$ cat src/rtl/pkt_arb_pkg.sv
// pkt_arb_pkg: flit encoding and arbiter state types shared by the packet arbiter.
// The flit macros normally come from params.svh. The defaults below keep this slice
// self-contained and yield to any definitions made earlier in the compile.
`ifndef DW
`define DW 32
`endif
`ifndef HEAD
`define HEAD 2'b10
`endif
`ifndef BODY
`define BODY 2'b00
`endif
`ifndef TAIL
`define TAIL 2'b01
`endif
`ifndef PKT_LEN
`define PKT_LEN 4
`endif

package pkt_arb_pkg;

    typedef enum logic [1:0] {
        HEAD = `HEAD,
        BODY = `BODY,
        TAIL = `TAIL
    } flit_type_e;

    typedef enum logic {
        IDLE = 1'b0,
        LOCK = 1'b1
    } arb_state_e;

    // The flit type lives in the two most significant bits of every flit.
    function automatic logic [1:0] flit_type(input logic [`DW-1:0] data);
        return data[`DW-1:`DW-2];
    endfunction

endpackage

$ cat src/rtl/rr_arbiter.sv
// rr_arbiter: combinational rotating-priority picker used for packet arbitration.
module rr_arbiter #(
    parameter int NUM_IN = 4,
    parameter int IDX_W  = (NUM_IN > 1) ? $clog2(NUM_IN) : 1
) (
    input  logic [NUM_IN-1:0] req,
    input  logic [IDX_W-1:0]  ptr,
    output logic [IDX_W-1:0]  gnt_idx,
    output logic              any_gnt
);

    // Walk upward from ptr with wrap-around; the first active request found wins.
    always_comb begin
        logic [IDX_W:0]   w_sum;
        logic [IDX_W-1:0] w_cand;
        gnt_idx = '0;
        any_gnt = 1'b0;
        w_sum   = '0;
        w_cand  = '0;
        for (int i = 0; i < NUM_IN; i++) begin
            w_sum = {1'b0, ptr} + (IDX_W+1)'(i);
            if (w_sum >= (IDX_W+1)'(NUM_IN)) begin
                w_sum = w_sum - (IDX_W+1)'(NUM_IN);
            end
            w_cand = w_sum[IDX_W-1:0];
            if (!any_gnt && req[w_cand]) begin
                gnt_idx = w_cand;
                any_gnt = 1'b1;
            end
        end
    end

endmodule

$ cat src/rtl/pkt_rr_arbiter.sv
// pkt_rr_arbiter: packet-level round-robin arbiter sharing one network injection port.
// A HEAD wins the port after one arbitration bubble; the owner keeps it until its TAIL is accepted.
// Optional macro PKT_ARB_OUT_REG_EN: registers valid_o/data_o through a 2-entry skid buffer.
module pkt_rr_arbiter
    import pkt_arb_pkg::*;
#(
    parameter int NUM_IN = 4
) (
    input  logic                  clk,
    input  logic                  rst,
    input  logic [NUM_IN-1:0]     valid_i,
    input  logic [NUM_IN*`DW-1:0] data_i,
    output logic [NUM_IN-1:0]     ready_o,
    output logic                  valid_o,
    output logic [`DW-1:0]        data_o,
    input  logic                  ready_i,
    output logic [NUM_IN-1:0]     grant_o,
    output logic                  busy_o,
    output logic                  proto_err_o
);

    localparam int IDX_W = (NUM_IN > 1) ? $clog2(NUM_IN) : 1;

    arb_state_e       r_state;
    arb_state_e       w_nextState;
    logic [IDX_W-1:0] r_owner;
    logic [IDX_W-1:0] w_nextOwner;
    logic [IDX_W-1:0] r_rrPtr;
    logic [IDX_W-1:0] w_nextPtr;
    logic             r_protoErr;

    logic [NUM_IN-1:0] w_headReq;
    logic [NUM_IN-1:0] w_badReq;
    logic [IDX_W-1:0]  w_gntIdx;
    logic              w_anyGnt;
    logic [`DW-1:0]    w_ownFlit;
    logic              w_ownValid;
    logic              w_ownReady;
    logic              w_accept;
    logic              w_tailAccept;

    // Sort offered flits: a HEAD is a request, any other type offered while idle is a protocol error.
    always_comb begin
        w_headReq = '0;
        w_badReq  = '0;
        for (int k = 0; k < NUM_IN; k++) begin
            if (valid_i[k]) begin
                if (flit_type(data_i[k*`DW +: `DW]) == HEAD) begin
                    w_headReq[k] = 1'b1;
                end else begin
                    w_badReq[k] = 1'b1;
                end
            end
        end
    end

    rr_arbiter #(
        .NUM_IN (NUM_IN),
        .IDX_W  (IDX_W)
    ) u_rrArbiter (
        .req     (w_headReq),
        .ptr     (r_rrPtr),
        .gnt_idx (w_gntIdx),
        .any_gnt (w_anyGnt)
    );

    // Select the owner's stream; its valid only counts while a packet is locked.
    always_comb begin
        w_ownFlit  = '0;
        w_ownValid = 1'b0;
        for (int k = 0; k < NUM_IN; k++) begin
            if (r_owner == IDX_W'(k)) begin
                w_ownFlit  = data_i[k*`DW +: `DW];
                w_ownValid = (r_state == LOCK) && valid_i[k];
            end
        end
    end

    assign w_accept     = w_ownValid & w_ownReady;
    assign w_tailAccept = w_accept & (flit_type(w_ownFlit) == TAIL);

`ifdef PKT_ARB_OUT_REG_EN
    logic [`DW-1:0] r_skidMem [2];
    logic           r_wrPtr;
    logic           r_rdPtr;
    logic [1:0]     r_count;
    logic           w_pop;

    // Registered output side: the owner may push while a slot is free, the network drains the oldest entry.
    always_comb begin
        w_ownReady = (r_count != 2'd2);
        w_pop      = (r_count != 2'd0) && ready_i;
        valid_o    = (r_count != 2'd0);
        data_o     = r_skidMem[r_rdPtr];
    end

    // Two-entry skid storage; two slots let a flit be accepted every cycle while ready_i toggles.
    always_ff @(posedge clk or posedge rst) begin
        if (rst) begin
            r_skidMem[0] <= '0;
            r_skidMem[1] <= '0;
            r_wrPtr      <= 1'b0;
            r_rdPtr      <= 1'b0;
            r_count      <= 2'd0;
        end else begin
            if (w_accept) begin
                r_skidMem[r_wrPtr] <= w_ownFlit;
                r_wrPtr            <= ~r_wrPtr;
            end
            if (w_pop) begin
                r_rdPtr <= ~r_rdPtr;
            end
            case ({w_accept, w_pop})
                2'b10:   r_count <= r_count + 2'd1;
                2'b01:   r_count <= r_count - 2'd1;
                default: r_count <= r_count;
            endcase
        end
    end
`else
    // Zero-latency pass-through of the locked owner; the network's ready goes straight back.
    always_comb begin
        w_ownReady = ready_i;
        valid_o    = w_ownValid;
        data_o     = (r_state == LOCK) ? w_ownFlit : '0;
    end
`endif

    // Only the owner sees ready; grant is the one-hot owner while locked and zero when idle.
    always_comb begin
        ready_o = '0;
        grant_o = '0;
        for (int k = 0; k < NUM_IN; k++) begin
            if ((r_state == LOCK) && (r_owner == IDX_W'(k))) begin
                ready_o[k] = w_ownReady;
                grant_o[k] = 1'b1;
            end
        end
    end

    assign busy_o      = (r_state == LOCK);
    assign proto_err_o = r_protoErr;

    // Next-state logic: arbitrate only in IDLE, release and advance the pointer on the owner's TAIL.
    always_comb begin
        w_nextState = r_state;
        w_nextOwner = r_owner;
        w_nextPtr   = r_rrPtr;
        case (r_state)
            IDLE: begin
                if (w_anyGnt) begin
                    w_nextState = LOCK;
                    w_nextOwner = w_gntIdx;
                end
            end
            LOCK: begin
                if (w_tailAccept) begin
                    w_nextState = IDLE;
                    w_nextPtr   = (r_owner == IDX_W'(NUM_IN-1)) ? '0 : r_owner + 1'b1;
                end
            end
            default: w_nextState = IDLE;
        endcase
    end

    // State, owner, pointer and the sticky protocol-error flag.
    always_ff @(posedge clk or posedge rst) begin
        if (rst) begin
            r_state    <= IDLE;
            r_owner    <= '0;
            r_rrPtr    <= '0;
            r_protoErr <= 1'b0;
        end else begin
            r_state <= w_nextState;
            r_owner <= w_nextOwner;
            r_rrPtr <= w_nextPtr;
            if ((r_state == IDLE) && (|w_badReq)) begin
                r_protoErr <= 1'b1;
            end
        end
    end

endmodule

$ cat config.mk
export PLATFORM = sky130hd
export DESIGN_NAME = pkt_rr_arbiter
export DESIGN_NICKNAME = d
export VERILOG_FILES = /design/src/rtl/pkt_arb_pkg.sv /design/src/rtl/rr_arbiter.sv /design/src/rtl/pkt_rr_arbiter.sv
export SDC_FILE = /design/constraint.sdc
export NUM_CORES = 1
export LEC_CHECK = 0
export CAP_MARGIN = 20
export CORE_MARGIN = 3
export CORE_UTILIZATION = 29
export CTS_CLUSTER_SIZE = 25
export DETAILED_ROUTE_END_ITERATION = 8
export GPL_TIMING_DRIVEN = 0
export PLACE_DENSITY = 0.78
export SLEW_MARGIN = 0
export SYNTH_ARGS = -nofsm -noshare
export SYNTH_HDL_FRONTEND = slang
export SYNTH_SLANG_ARGS = --single-unit
$ cat constraint.sdc
create_clock -name clk -period 2.2 [get_ports clk]
set_input_delay 0.22 -clock clk [delete_from_list [all_inputs] [get_ports clk]]
set_output_delay 0.22 -clock clk [all_outputs]
set_load 0.02 [all_outputs]
**Word-level counts from Yosys, hierarchy flattened**

Cells that the tools add are included.

- Register bits: 6
- Bits in latches: 0
- RAM bits: 0
- ROM bits: 0
- Output and inout port bits: 43
- Word-level logic and storage cells: 107
- Memories: 0

- Add/subtract/negate cells: 8
- Multiply operators: 0
- Divide/modulo/power cells: 0
- Order comparisons: 8
- Equal/unequal tests: 8
- Shifts and indexed selects: 0
- Multiplexer cells: 57
- Bitwise operators: 3
- Reductions and logical operators: 19

Operator list:

| operator | number |
|---|---|
| 32-bit two-way mux | 5 |
| 1-bit two-way mux | 38 |
| 2-bit two-way mux | 9 |
| 2-bit equality test (second input constant) | 6 |
| 1-bit logical AND | 12 |
| 2-bit by 3-bit < comparator with 1-bit output (second input constant) | 4 |
| 3-bit >= comparator (second input constant) | 3 |
| 1-bit binary-select mux with 2-bit select | 4 |
| 2-bit by 1-bit subtractor with 2-bit output (second input constant) | 4 |
| 2-bit by 2-bit adder with 3-bit output (second input constant) | 2 |
| 2-bit by 1-bit equality test with 1-bit output (second input constant) | 2 |
| 2-bit AND reduction | 2 |
| 4-bit OR reduction | 1 |
| 2-bit by 1-bit adder with 3-bit output (second input constant) | 1 |
| 2-bit by 3-bit >= comparator with 1-bit output (second input constant) | 1 |
| 1-bit zero test | 3 |
| 2-bit by 1-bit adder with 2-bit output (second input constant) | 1 |
| 1-bit bitwise AND | 2 |
| 2-bit zero test | 1 |
| 1-bit one-hot mux with 2 select lines | 1 |
| 1-bit NOT | 1 |

**Longest topological paths before layout**

Gate-level depths: netlist of the first run.

- Depth after elaboration: 17
- Depth in mapped cells: 7
- Depth with buffers taken out: 6

**Modules after synthesis**

A second synthesis of the first run with hierarchy kept.

- Cells, all modules: 257
- Area, all modules: 1,665.3 um^2

Modules (own cells, without submodules):

| module | instances | cells each | area each (um^2) |
|---|---|---|---|
| pkt_rr_arbiter | 1 | 242 | 1,587.8 |
| rr_arbiter | 1 | 15 | 77.6 |

**Worst setup path before layout of the first run**

No wires, ideal clock.

- Path kind: reg2out
- Start: reg r_owner[0]
- End: out data_o[22]
- Arrival: 1.821 ns
- Setup slack: 0.159 ns
- Stages on the path, launching flop included: 8
- Path through: dfrtp_1 inv_1 ha_1 buf_6 clkbuf_1 a221oi_1 a211o_1 a21oi_1

- Word-level cells in the longest chain between the ends: 6
- Elaborated cells between the ends (all ways): 9

RTL lines:

| what | line | source |
|---|---|---|
| start: declaration | pkt_rr_arbiter.sv:26 | `logic [IDX_W-1:0] r_owner;` |
| start signal: assignment | pkt_rr_arbiter.sv:175 | `r_owner <= w_nextOwner;` |
| 2-bit zero test | pkt_rr_arbiter.sv:72 | `if (r_owner == IDX_W'(k)) begin` |
| 32-bit two-way mux (3 in series) | pkt_rr_arbiter.sv:72 |  |
| 32-bit two-way mux (*) | pkt_rr_arbiter.sv:72 |  |
| 32-bit two-way mux (*) | pkt_rr_arbiter.sv:125 | `data_o = (r_state == LOCK) ? w_ownFlit : '0;` |
| end: declaration | pkt_rr_arbiter.sv:15 | `` output logic [`DW-1:0] data_o, `` |

Mark *: on every way between the ends. The rest lies on a longest branch, timed or not.

**Worst setup path in the final report of the first run**

- Start: reg r_owner[0]
- End: out data_o[19]

Same word-level chain as after synthesis.

==> results of run 1 <==
-- kinds of logic after synthesis --
family	count (synthesis)	share of synthesized area, %
AOI/OAI and AO/OA	114	51.2
buffers and inverters	66	15.9
and+or+nand+nor	60	19.6
DFF	6	8.93
adders and majority gates	4	2.98
muxes	2	1.34
-- layout by cell type (no fill, tap or decap), drive strengths merged --
master / instances
o2111ai: 1
a32oi: 1
dfrtp: 6
or2b: 1
buf: 62
mux2: 2
nor3b: 2
o21ai: 6
o22ai: 2
a21oi: 33
and2: 5
and3: 5
nor2: 2
nand4: 2
or2: 1
and2b: 1
a22o: 2
a211o: 31
a221oi: 32
nor2b: 1
o21a: 1
and3b: 2
a211oi: 2
nand4b: 1
clkdlybuf4s50: 138
a21o: 1
clkbuf: 15
dlygate4sd2: 6
inv: 41
a21boi: 1
nand2: 30
ha: 4
nand3b: 7
a41o: 1
-- stage by stage --
stage	utilization (%)	hold slack [ns]
final	74.5	0.220
after global placement	63.5	0.438
after CTS	69.1	0.224
after global routing	74.5	0.244
after floorplan	-	0.0110
after detailed placement	63.5	0.449
-- worst max-delay path, stage by stage (launching register included) --
cell and delay [ns]:
dfrtp_2 0.45, ha_4 0.18, and2b_4 0.31, buf_6 0.13
buf_6 0.10, buf_6 0.08, a221oi_2 0.05, a211o_1 0.23
a21oi_1 0.13, buf_4 0.16
-- where the power goes --
part | switching [mW] | internal (mW)
Clock | 0.0433 | 0.117
Sequential | 0.0615 | 0.157
Combinational | 2.64 | 2.69
-- state kept, by name, indices dropped and copies added (netlist names) --
signal / flops
busy_o: 1
r_rrPtr: 2
proto_err_o: 1
r_owner: 2
-- area by class of cell --
type / instances / area share [%]
Clock buffer: 3 / 0.994
Tap cell: 72 / 2.17
Inverter: 41 / 3.70
Sequential cell: 6 / 3.64
Buffer: 25 / 5.63
Timing Repair Buffer: 193 / 45.7
Multi-Input combinational cell: 180 / 38.1
-- how the worst min path moves through the flow --
stage,start,to,slack (ns),cells past startpoint
floorplan,rst,busy_o$_DFF_PP0_,0.01,1
finish,rst,r_owner[1]$_DFFE_PP0P_,0.22,2
global route,rst,r_owner[1]$_DFFE_PP0P_,0.24,2
CTS,rst,r_owner[1]$_DFFE_PP0P_,0.22,2
global placement,rst,busy_o$_DFF_PP0_,0.44,2
detailed placement,proto_err_o$_DFFE_PP0P_,proto_err_o$_DFFE_PP0P_,0.45,1
-- metal layers --
layer | track usage [%] | vias up | share of wire, %
met1 | 26.5 | 1291 | 36
met5 | 0 | - | 0
met4 | 5.65 | 0 | 1.5
met2 | 44.9 | 136 | 52
met3 | 7.59 | 10 | 11
li1 | - | 1337 | -
-- what timing repair did --
item,CTS,global route
cloned,3,0
resized for setup,230,90
pin swaps,41,42
buffers inserted,10,4
setup endpoints to repair,39,33
==> impl_metrics.env, run 1 <==
export IMPL_drc=0
export IMPL_period_needed_ns=2.28
export IMPL_yosysWarnings=0
export IMPL_seq_area_um2=151
export IMPL_syn_inst=252
export IMPL_yosys_register_bits=6
export IMPL_run_status="finished, violations left"
export IMPL_max_freq_mhz=439
export IMPL_r2r_start="r_owner[1]$_DFFE_PP0P_"
export IMPL_antenna_found_initial=0
export IMPL_diodes=0
export IMPL_yosysTopAreaCell="a211o_1"
export IMPL_crit_type="flip-flop to output pin"
export IMPL_grt_pass1_wl_mm=12.8
export IMPL_p_per_area_nw_per_um2=1370
export IMPL_coreArea_um2=5570
export IMPL_dp_slack_ns=-0.567
export IMPL_grt_setup_unrepaired="yes"
export IMPL_crit_path_end="data_o[19]"
export IMPL_cts_reportedPaths_clkPinSlew_ns=0.04
export IMPL_yosysUniqueCellTypes=36
export IMPL_tightest_slew_ns=0.653
export IMPL_end_kind="output pin"
export IMPL_min_delay_path_class="input pin to asynchronous set/reset pin"
export IMPL_drv_cap=0
export IMPL_nFillCells=442
export IMPL_numCtsBuffers=3
export IMPL_viasPerCell=5.33
export IMPL_reg2reg_to="r_rrPtr[0]$_DFFE_PP0P_"
export IMPL_setup_viol=7
export IMPL_rows=27
export IMPL_synth_ff_type="dfrtp_1"
export IMPL_routed_wl_mm=9.42
export IMPL_power_mw=5.70
export IMPL_power_leakage_nw=1.82
export IMPL_area_delta_synth_final_pct=147
export IMPL_vias=2774
export IMPL_grt_max_degree=11
export IMPL_clock_skew_ns=0.00258
export IMPL_layout_drive_gt1_share_pct=30.1
export IMPL_root_buffer="clkbuf_8"
export IMPL_syn_area_um2=1680
export IMPL_clkSinkCount=6
export IMPL_die_w_um=82.1
export IMPL_slew_viol_final=0
export IMPL_start_util_pct=30.1
export IMPL_startpoint="r_owner[0]$_DFFE_PP0P_"
export IMPL_rrSetupSlack_ns=0.01
export IMPL_grt_usage_pct=24.2
export IMPL_fin_cells=520
export IMPL_port_buffers=177
export IMPL_cts_buffer_depth=2
export IMPL_fin_nets=589
export IMPL_finalSetupTns_ns=-0.175
export IMPL_placed_cell_area_um2=3540
export IMPL_die_y_um=82.1
export IMPL_finalWorstSetupSlack_ns=-0.0765
export IMPL_path_max_fanout=6
export IMPL_dp_cells=501
export IMPL_multi_input_area_um2=1580
export IMPL_synth_seq_area_share_pct=8.94
export IMPL_ys_async_sr_fraction_pct=100
export IMPL_violations="setup timing"
export IMPL_synth_most_common_cell="inv_1"
export IMPL_hold_viol_final=0
export IMPL_ioPinCount=178
export IMPL_grt_overflow=0
export IMPL_synth_nets=391
export IMPL_crit_required_ns=1.98
export IMPL_synthDominantCellAreaShare_pct=16.2
export IMPL_grt_pass1_vias=2742
export IMPL_arrival_ns=2.06
export IMPL_dp_hpwl_mm=6.91
export IMPL_clkLatencyLatePin_ns=0.22
export IMPL_crit_path_start_kind="flip-flop"
export IMPL_yosys_top_cells_area="a211o_1 16%, a221oi_1 16%, a21oi_1 9.8%, inv_1 9.2%, dfrtp_1 8.9%"
export IMPL_avgSynthCellArea_um2=6.67
export IMPL_finalCritPeriodShare_pct=103
export IMPL_cts_htree_levels=1
export IMPL_post_drt_wl_per_cell_um=18.1
export IMPL_ys_top_cells_by_count="41 x inv_1, 33 x a21oi_1, 31 x a211o_1, 30 x a221oi_1, 30 x nand2_1"
export IMPL_dr_pass1_iters=4
export IMPL_stdcell_area_um2=4150
export IMPL_cts_tree="built"
export IMPL_rr_worst_depth=9
export IMPL_ir_drop_mv=1.07
export IMPL_die_area_um2=6740
export IMPL_cts_hold_buf=0
export IMPL_maxSlewHeadroom_pct=56.4
export IMPL_drtIter0Drc=134
export IMPL_drtAntennaViolNets=0
export IMPL_synth_edff_count=0
export IMPL_gp_congestion=0.832
No activity file was read; power rests on OpenSTA's default activity.
==> run 2, diff against run 1 <==
--- a/config.mk
+++ b/config.mk
@@ -6,12 +6,14 @@
 export NUM_CORES = 1
 export LEC_CHECK = 0
 export CAP_MARGIN = 20
+export CELL_PAD_IN_SITES_DETAIL_PLACEMENT = 0
+export CELL_PAD_IN_SITES_GLOBAL_PLACEMENT = 2
 export CORE_MARGIN = 3
-export CORE_UTILIZATION = 29
+export CORE_UTILIZATION = 13
 export CTS_CLUSTER_SIZE = 25
 export DETAILED_ROUTE_END_ITERATION = 8
 export GPL_TIMING_DRIVEN = 0
-export PLACE_DENSITY = 0.78
+export PLACE_DENSITY = 0.8
 export SLEW_MARGIN = 0
 export SYNTH_ARGS = -nofsm -noshare
 export SYNTH_HDL_FRONTEND = slang
==> impl_metrics.env, run 2 (synthesized netlist as in run 1, its figures left out) <==
export IMPL_layout_drive_gt1_share_pct=25.0
export IMPL_final_common_cell="clkdlybuf4s50_1"
export IMPL_placed_cell_area_um2=3660
export IMPL_cts_reportedPaths_clkPinSlew_ns=0.03
export IMPL_grt_pass1_wl_mm=15.3
export IMPL_finalWorstSetupSlack_ns=-0.0751
export IMPL_finalCritPeriodShare_pct=103
export IMPL_root_buffer="clkbuf_16"
export IMPL_rows=40
export IMPL_end_kind="output pin"
export IMPL_grt_usage_pct=13.1
export IMPL_max_freq_mhz=440
export IMPL_routed_wl_mm=10.1
export IMPL_gp_congestion=0.774
export IMPL_power_leakage_nw=1.73
export IMPL_min_delay_path_class="input pin to asynchronous set/reset pin"
export IMPL_power_mw=5.45
export IMPL_period_needed_ns=2.28
export IMPL_ioPinCount=178
export IMPL_fin_hold_ws_ns=0.205
export IMPL_dp_slack_ns=-0.720
export IMPL_die_y_um=120
export IMPL_grt_max_degree=11
export IMPL_layout_common_cells="138 x clkdlybuf4s50_1, 39 x inv_1, 31 x a211o_1"
export IMPL_viasPerCell=4.37
export IMPL_diodes=0
export IMPL_start_util_pct=13.6
export IMPL_grt_overflow=0
export IMPL_area_delta_synth_final_pct=144
export IMPL_cts_tree="built"
export IMPL_maxSlewHeadroom_pct=51.6
export IMPL_final_core_util_pct=33.3
export IMPL_clkLatencyLatePin_ns=0.23
export IMPL_dr_pass1_iters=4
export IMPL_tightest_slew_ns=0.726
export IMPL_clock_skew_ns=0.000324
export IMPL_run_status="finished, violations left"
export IMPL_post_drt_wl_per_cell_um=16.7
export IMPL_die_w_um=120
export IMPL_p_per_area_nw_per_um2=1330
export IMPL_ir_drop_mv=0.459
export IMPL_finalSetupTns_ns=-0.965
export IMPL_arrival_ns=2.06
export IMPL_cts_hold_buf=0
export IMPL_path_max_fanout=10
export IMPL_drtAntennaViolNets=0
export IMPL_fin_nets=577
export IMPL_drtIter0Drc=150
export IMPL_hold_viol_final=0
export IMPL_stdcell_area_um2=4100
export IMPL_setup_viol=25
export IMPL_crit_path_start_kind="flip-flop"
export IMPL_cts_buffer_depth=2
export IMPL_coreArea_um2=12300
export IMPL_drc=0
export IMPL_violations="setup timing"
export IMPL_grt_pass1_vias=2789
export IMPL_dp_hpwl_mm=7.81
export IMPL_crit_type="flip-flop to output pin"
export IMPL_grt_setup_unrepaired="yes"
export IMPL_clkSinkCount=6
export IMPL_port_buffers=177
export IMPL_drv_cap=0
export IMPL_fin_cells=604
export IMPL_vias=2639
export IMPL_slew_viol_final=0
export IMPL_antenna_found_initial=0
export IMPL_crit_required_ns=1.98
export IMPL_dp_cells=597
export IMPL_die_area_um2=14300
export IMPL_numCtsBuffers=3
export IMPL_cts_htree_levels=1
export IMPL_reg_largest_list="r_owner x2, r_rrPtr x2"
==> run 2: critical path: stages, from the launching register on <==
cell and delay (ns):
dfrtp_1 0.39, inv_2 0.08, ha_4 0.17, and2b_4 0.33, buf_12 0.17, a221oi_2 0.06
a211o_1 0.28, a21oi_2 0.17, buf_4 0.17
==> run 2: layer usage <==
metal | vias up | track usage, % | share of wire, %
li1 | 1312 | - | -
met5 | - | 0 | 0
met1 | 1192 | 16.6 | 43
met2 | 127 | 22.9 | 48
met3 | 8 | 3.35 | 8.2
met4 | 0 | 1.86 | 0.75
==> run 2: final timing paths <==
check	cells after the start	startpoint	end	slack (ns)
setup / recovery	8	r_owner[1]$_DFFE_PP0P_	data_o[25]	-0.08
hold / removal	2	rst	proto_err_o$_DFFE_PP0P_	0.21
setup reg to reg	6	r_owner[1]$_DFFE_PP0P_	r_rrPtr[0]$_DFFE_PP0P_	0.17
hold reg to reg	1	proto_err_o$_DFFE_PP0P_	proto_err_o$_DFFE_PP0P_	0.46
max in group asynchronous	2	rst	r_owner[0]$_DFFE_PP0P_	1.79
min in group clk	1	proto_err_o$_DFFE_PP0P_	proto_err_o$_DFFE_PP0P_	0.46
==> run 2: cell type report <==
cell class                 count  area (um^2)
multi-input combinational    180         1510
buffer                        25          231
sequential                     6          151
fill                        1377         8210
inverter                      41          154
timing repair buffer         181         1770
tap                          168          210
clock buffer                   3         75.1
==> run 2: power breakdown <==
group	switching, mW	internal [mW]	total [mW]
registers	0.0666	0.157	0.223
logic	2.49	2.45	4.93
clock network	0.0594	0.233	0.292
total	2.61	2.84	5.45
==> run 2: timing repair <==
item,in CTS,in global routing
pin swaps,1,10
resized for setup,210,67
setup endpoints to repair,39,34
gates cloned,0,1
buffers inserted,0,3
